[src/rtl/color_demux_player.sv]
// rtl/color_demux_player.sv - one-hot lamp player: lit for ON_CYCLES, dark for GAP_CYCLES, done pulse
module color_demux_player #(
    parameter int ON_CYCLES  = 25000000,
    parameter int GAP_CYCLES = 12500000,
    parameter int CNT_W      = 26
) (
    input  logic       CLK_i,
    input  logic       RSTN_i,
    input  logic       VALID_i,
    input  logic [1:0] SEL_i,
    input  logic       ABORT_i,
    output logic       READY_o,
    output logic [3:0] LED_o,
    output logic       BUSY_o,
    output logic       DONE_o
);

    typedef enum logic [1:0] {
        S_IDLE = 2'd0,
        S_ON   = 2'd1,
        S_GAP  = 2'd2
    } state_t;

    // Counter holds "cycles left minus one", so a phase ends on the edge where it reads zero.
    localparam logic [CNT_W-1:0] ON_LOAD  = CNT_W'(ON_CYCLES - 1);
    localparam logic [CNT_W-1:0] GAP_LOAD = CNT_W'(GAP_CYCLES - 1);

    state_t           state;
    state_t           next_state;
    logic [CNT_W-1:0] cnt;
    logic [1:0]       sel_q;
    logic             done_q;
    logic             cnt_zero;
    logic             accept;

    assign cnt_zero = (cnt == '0);
    assign accept   = (state == S_IDLE) && VALID_i && !ABORT_i;

    // State register.
    always_ff @(posedge CLK_i or negedge RSTN_i) begin
        if (!RSTN_i) begin
            state <= S_IDLE;
        end else begin
            state <= next_state;
        end
    end

    // Next-state logic; abort outranks both acceptance and normal phase expiry.
    always_comb begin
        next_state = state;
        case (state)
            S_IDLE: begin
                if (accept) begin
                    next_state = S_ON;
                end
            end
            S_ON: begin
                if (ABORT_i) begin
                    next_state = S_IDLE;
                end else if (cnt_zero) begin
                    next_state = S_GAP;
                end
            end
            S_GAP: begin
                if (ABORT_i || cnt_zero) begin
                    next_state = S_IDLE;
                end
            end
            default: next_state = S_IDLE;
        endcase
    end

    // Duration counter: reloaded on every state change, counts down to zero inside a phase.
    always_ff @(posedge CLK_i or negedge RSTN_i) begin
        if (!RSTN_i) begin
            cnt <= '0;
        end else if (next_state != state) begin
            case (next_state)
                S_ON:    cnt <= ON_LOAD;
                S_GAP:   cnt <= GAP_LOAD;
                default: cnt <= '0;
            endcase
        end else if (!cnt_zero) begin
            cnt <= cnt - 1'b1;
        end
    end

    // Code capture on acceptance only, so SEL_i is ignored while playing.
    always_ff @(posedge CLK_i or negedge RSTN_i) begin
        if (!RSTN_i) begin
            sel_q <= 2'b00;
        end else if (accept) begin
            sel_q <= SEL_i;
        end
    end

    // Done flag: set for the first IDLE cycle after a gap that ran to completion.
    always_ff @(posedge CLK_i or negedge RSTN_i) begin
        if (!RSTN_i) begin
            done_q <= 1'b0;
        end else begin
            done_q <= (state == S_GAP) && cnt_zero && !ABORT_i;
        end
    end

    // Outputs decoded from registered state only.
    always_comb begin
        READY_o = (state == S_IDLE);
        BUSY_o  = (state == S_ON) || (state == S_GAP);
        DONE_o  = done_q;
        LED_o   = 4'b0000;
        if (state == S_ON) begin
            LED_o = 4'b0001 << sel_q;
        end
    end

endmodule

[config.mk]
export PLATFORM = sky130hd
export DESIGN_NAME = color_demux_player
export DESIGN_NICKNAME = d
export VERILOG_FILES = /design/src/rtl/color_demux_player.sv
export SDC_FILE = /design/constraint.sdc
export NUM_CORES = 1
export LEC_CHECK = 0
export CORE_ASPECT_RATIO = 0.9
export CORE_MARGIN = 4
export CORE_UTILIZATION = 30
export DETAILED_ROUTE_END_ITERATION = 10
export HOLD_SLACK_MARGIN = 0.08
export SLEW_MARGIN = 20
export SYNTH_ARGS = -nofsm -noshare
export SYNTH_HDL_FRONTEND = slang
export SYNTH_SLANG_ARGS = --single-unit
export TNS_END_PERCENT = 50
[constraint.sdc]
create_clock -name CLK_i -period 3.3 [get_ports CLK_i]
set_input_delay 0.66 -clock CLK_i [delete_from_list [all_inputs] [get_ports CLK_i]]
set_output_delay 0.66 -clock CLK_i [all_outputs]
set_load 0.01 [all_outputs]
==> flow_metrics.tcl, run 1 <==
set metrics [dict create \
    drv_slew 0 \
    cts_buffer_depth 2 \
    syn_area_per_cell_um2 9.593 \
    cts_tree "done" \
    drive_gt1_frac 0.1304 \
    p_leak_nw 0.9065 \
    pre_cts_ws_ns 0.1113 \
    timing.hold.worst.start "cnt[8]" \
    synth_cell_type_count 40 \
    syn_area_mm2 0.001813 \
    die-area_mm2 0.007353 \
    holdPathStages 2 \
    powerDensity_mw_per_mm2 891.1 \
    drc 0 \
    synth_compound_area_frac 0.1401 \
    finalHoldViolCount 0 \
    r2r_start "cnt[20]" \
    critical_path_depth 10 \
    final_area_mm2 0.002160 \
    cp.arrival_ns 3.18 \
    postCtsHoldBufs 0 \
    tightest_slew_ns 0.7471 \
    gr-usage-all-layers 0.1213 \
    place_area_mm2 0.002024 \
    root_buffer "clkbuf_8" \
    initial_utilization 0.3149 \
    die_h_um 81.75 \
    cts.sinks 31 \
    wl_per_cell_um 14.25 \
    synthTopCellsByArea "dfrtp_1 43%, xnor2_1 8.2%, o21ai_0 5.8%" \
    rsz0062_at_grt "no" \
    mostFrequentLayoutCells "31 x dfrtp_1, 20 x o21ai_0, 17 x xnor2_1" \
    path_class "flip-flop to flip-flop" \
    synth_top_family_by_area "simple AND/OR/NAND/NOR gates" \
    cp-end-kind "flip-flop" \
    core_area_mm2 0.005758 \
    min_period_ns 3.063 \
    worst-path-buf-inv 1 \
    gr-total-overflow 0 \
    yosys_warnings 0 \
    ant_nets 0 \
    max_stage_delay_ns 0.57 \
    synth_edf_count 0 \
    cp-start-kind "flip-flop" \
    synth_top_area_share 0.4279 \
    critPathMostFrequentCell "o21ai_0" \
    slew_headroom 0.4973 \
    finalSetupTns_ns 0 \
    synthSimpleGateAreaFrac 0.2167 \
    async_flop_share 1.000 \
    totalWireLength_mm 3.947 \
    maxCapViolCount 0 \
    layout.nets 219 \
    synth_cells 189 \
    grt_start_max_net_pins 32 \
    holdCritPathClass "flip-flop to flip-flop" \
    synth_top_flop_cell "dfrtp_1" \
    gp_congestion 0.8222 \
    drt_iter0_drc 70 \
    synth_fp_nets 202 \
    clkTransAtPathRegs_ns 0.07 \
    setup_ws_ns 0.2372 \
    diodes 0 \
    io_pins 13 \
    nFillCells 570 \
    vias 1431 \
    yosysSeqAreaShare 0.4279 \
    fin_crit_sh 0.9281 \
    cp.required_ns 3.42 \
    hpwl_mm 2.760 \
    ir_drop_uv 229.3 \
    status "finished clean" \
    startpoint "cnt[20]" \
    clkLatencyLatePin_ns 0.28 \
    cts_made_buffers 5 \
    clock-skew-final_ns 0.007942 \
    synth-xor-area-share 0.1063 \
    r2r_slack_ns 0.24 \
    synthMuxAreaShare 0.02346 \
    path_delay_family "simple AND/OR/NAND/NOR gates" \
    yosys_register_bits 31 \
    yosys.area.top_type "dfrtp_1" \
    die_x_um 89.95 \
    first_pass_iters 4 \
    vias_per_cell 5.166 \
    setup_violations 0 \
    crit_path_top_delay_cell "or4_1" \
    row_count 26 \
    area_growth_pct 19.12 \
    synthAdderAreaFrac 0.04831 \
    htree_levels 2 \
    grt_pass1_wl_mm 7.113 \
    r2r_cells 10 \
    cp_max_fo 11 \
    io_buffers 12 \
    timing.fmax_mhz 326.5 \
    antenna_found_initial 0 \
    crit_path_cell_trace "or4_1 > or3_1 > nor4_2 > buf_4 > o21ai_0 > nand2_1 > a21oi_1 > ha_1 > o21ai_1 > o21ai_0" \
    grt_pass1_vias 1483 \
    final_common_cell "dfrtp_1" \
]
[state kept, by name, indices dropped and copies added (netlist names)]
register  cells
sel_q         2
state         2
DONE_o        1
cnt          26
[routing by layer]
layer / global-route usage / vias to the layer above / wire, µm
met4: 0.04281 / 0 / 65
met5: 0 / - / 0
met3: 0.03297 / 9 / 119
met1: 0.1561 / 697 / 2011
li1: - / 705 / -
met2: 0.1989 / 20 / 1751
[worst paths after layout]
kind | to
setup / recovery | cnt[5]
hold / removal | cnt[8]
setup reg to reg | cnt[5]
hold reg to reg | cnt[8]
max in group asynchronous | cnt[14]
min in group asynchronous | cnt[6]
[synthesized netlist by cell type (all sizes together), types with 2 or more instances]
master and instances:
dfrtp 31, a211o 2, ha 7, or2 2, xor2 5, a21o 2, nand2b 4, nor2 15
buf 6, o21ai 23, nor4 8, nor3 7, inv 5, xnor2 17, nand3b 2, or3 11
nor2b 2, clkbuf 3, a21oi 7, or4 6, nor3b 2, mux2i 2, nand2 7, o21bai 2
mux2 2
[cells by family (layout without fill, tap and decap cells)]
kind of cell             Yosys count  in the layout
AND/OR/NAND/NOR                   69             69
AO/OA/AOI/OAI                     42             42
flip-flops                        31             31
XOR/XNOR                          22             22
buffers and inverters             14             32
adder cells (fa/ha/maj)            7              7
multiplexers                       4              4
[where the power goes]
group,internal [mW],total [mW],switching [mW]
Combinational,0.422,0.891,0.469
Clock,0.244,0.391,0.146
Sequential,0.515,0.643,0.128
Total,1.18,1.92,0.743
[per-stage QoR]
stage                     std cells  utilization  total power, mW  hold slack (ns)
final                           277       0.3751            1.925           0.5380
after global routing            277       0.3751            2.088           0.5953
after CTS                       277       0.3720            1.917           0.5359
after detailed placement        269       0.3516            1.516           0.5265
after global placement          269       0.3516            1.505           0.5117
after floorplan                 189            -            1.274           0.3644
[worst reg2reg max path, stage by stage (launching register included)]
cell	delay (ns)
dfrtp_1	0.42
or4_1	0.57
or3_1	0.39
nor4_2	0.30
buf_4	0.22
o21ai_0	0.10
nand2_1	0.10
a21oi_1	0.09
ha_1	0.21
o21ai_1	0.29
o21ai_0	0.23
[final cells by class]
| type | count | area, µm² | area share |
|---|---|---|---|
| clock buffer | 6 | 82.58 | 0.03824 |
| clock inverter | 2 | 35.03 | 0.01622 |
| inverter | 5 | 18.77 | 0.008691 |
| multi-input combinational | 144 | 987.2 | 0.4571 |
| sequential | 31 | 775.7 | 0.3592 |
| tap | 70 | 87.58 | 0.04056 |
| timing repair buffer | 19 | 172.7 | 0.07995 |
[repair_timing]
action                     in CTS  in global routing
buffers inserted                0                  0
setup endpoints to repair       0                 13
gates resized for setup         0                  4
No activity file was read; power rests on OpenSTA's default activity.
==> run 2, diff against run 1 <==
MAX_ROUTING_LAYER = met4   (was default)
==> run 2 against run 1 <==
  * Clock power about the same
  * Critical path type unchanged
  * Cell count did not move
  * Critical path depth unchanged
  * Critical endpoint unchanged
  * Register-to-register slack is essentially flat
  * Routed wire length is 0.23% lower
  * Clock skew is 0.00082 ns lower
  * Largest power group unchanged
  * Sequential share of layout area is the same
  * Clock-buffer cell count unchanged
  * Sequential cell count unchanged
  * Via count up 0.70%
==> flow_metrics.tcl, run 2 (synthesis gave the netlist of run 1 again) <==
set metrics [dict create \
    status "finished clean" \
    first_pass_iters 4 \
    critPathMostFrequentCell "o21ai_0" \
    setup_ws_ns 0.2423 \
    grt_start_max_net_pins 32 \
    diodes 0 \
    ant_nets 0 \
    crit_path_cell_trace "or4_1 > or3_1 > nor4_2 > buf_4 > o21ai_0 > nand2_1 > a21oi_1 > ha_1 > o21ai_1 > o21ai_0" \
    row_count 26 \
    finalHoldViolCount 0 \
    final_area_mm2 0.002160 \
    cp.required_ns 3.42 \
    io_buffers 12 \
    area_growth_pct 19.12 \
    gp_congestion 0.8346 \
    gr-usage-all-layers 0.1253 \
    vias 1441 \
    path_delay_family "simple AND/OR/NAND/NOR gates" \
    core_area_mm2 0.005758 \
    place_area_mm2 0.002024 \
    timing.fmax_mhz 327.0 \
    maxCapViolCount 0 \
    cts_tree "done" \
    cp-end-kind "flip-flop" \
    powerDensity_mw_per_mm2 890.7 \
    setup_violations 0 \
    cts_made_buffers 5 \
    critical_path_depth 10 \
    hpwl_mm 2.760 \
    fin_util 0.3751 \
    cp.arrival_ns 3.17 \
    pre_cts_ws_ns 0.1113 \
    top_regs "cnt x26, sel_q x2, state x2" \
    drv_slew 0 \
    stdcell_count 277 \
    r2r_end "cnt[5]" \
    cp-start-kind "flip-flop" \
    r2r_cells 10 \
    r2r_slack_ns 0.24 \
    fin_crit_sh 0.9266 \
    worst-path-buf-inv 1 \
    postCtsHoldBufs 0 \
    die_x_um 89.95 \
    gr-total-overflow 0 \
    dp_cells 269 \
    startpoint "cnt[20]" \
    clock-skew-final_ns 0.007122 \
    holdCritPathClass "flip-flop to flip-flop" \
    rsz0062_at_grt "no" \
    max_stage_delay_ns 0.57 \
    totalWireLength_mm 3.938 \
    die-area_mm2 0.007353 \
    power_mw 1.923 \
    vias_per_cell 5.202 \
    drt_iter0_drc 70 \
    nFillCells 570 \
    die_h_um 81.75 \
    crit_path_top_delay_cell "or4_1" \
    drc 0 \
    path_class "flip-flop to flip-flop" \
    layout.nets 219 \
    wl_per_cell_um 14.22 \
    r2r_start "cnt[20]" \
    htree_levels 2 \
    endpoint "cnt[5]" \
    min_period_ns 3.058 \
    largest-register "cnt" \
    largest_reg_flops 26 \
    antenna_found_initial 0 \
    root_buffer "clkbuf_8" \
    io_pins 13 \
    p_leak_nw 0.9065 \
    grt_pass1_vias 1479 \
    tightest_slew_ns 0.7469 \
    grt_pass1_wl_mm 7.134 \
    final_common_cell "dfrtp_1" \
    cp_max_fo 11 \
    slew_headroom 0.4974 \
    clkLatencyLatePin_ns 0.28 \
    finalSetupTns_ns 0 \
    cts_buffer_depth 2 \
    clkTransAtPathRegs_ns 0.07 \
    fin_hold_ws_ns 0.5502 \
    drive_gt1_frac 0.1304 \
    initial_utilization 0.3149 \
    cts.sinks 31 \
    mostFrequentLayoutCells "31 x dfrtp_1, 20 x o21ai_0, 17 x xnor2_1" \
    ir_drop_uv 229.3 \
]
==> run 2: layout make-up <==
cell class	count	area, µm²	area share
clock inverters	2	35.03	0.01622
inverters	5	18.77	0.008691
multi-input cells	144	987.2	0.4571
well taps	70	87.58	0.04056
clock buffers	6	82.58	0.03824
flip-flops and latches	31	775.7	0.3592
repair buffers	19	172.7	0.07995
==> run 2: tightest hold or removal path, stage by stage (launching register included) <==
cell and delay, ns:
dfrtp_1 0.36, mux2i_1 0.07, nor2_1 0.08
==> run 2: how the worst min path moves through the flow <==
stage | startpoint | to | slack [ns] | depth (start not counted)
floorplan | RSTN_i | DONE_o | 0.36 | 0
global placement | cnt[8] | cnt[8] | 0.51 | 2
detailed placement | cnt[8] | cnt[8] | 0.53 | 2
CTS | cnt[8] | cnt[8] | 0.54 | 2
global route | cnt[8] | cnt[8] | 0.60 | 2
finish | cnt[25] | cnt[25] | 0.55 | 2
==> run 2: routing by layer <==
metal  vias to the layer above  wire, µm  global-route usage
met5                         -         0                   -
met4                         0        65             0.04281
met3                         9       138             0.03297
met2                        27      1759              0.1989
met1                       700      1975              0.1573
li1                        705         -                   -
==> run 2: report_power, final <==
part	total (mW)	internal, mW	switching [mW]
Combinational	0.891	0.422	0.469
Clock	0.389	0.244	0.145
Sequential	0.643	0.515	0.128
Total	1.92	1.18	0.742
==> run 2: repair_timing <==
action | in CTS | in global routing
setup endpoints to repair | 0 | 13
buffers inserted | 0 | 0
gates resized for setup | 0 | 4
endpoints found under the hold margin | 0 | 0
==> run 3, diff against run 2 <==
MAX_ROUTING_LAYER = default   (was met4)
==> results of run 3 <==
No change in the layout: final DEF, timing and power equal those of run 1.
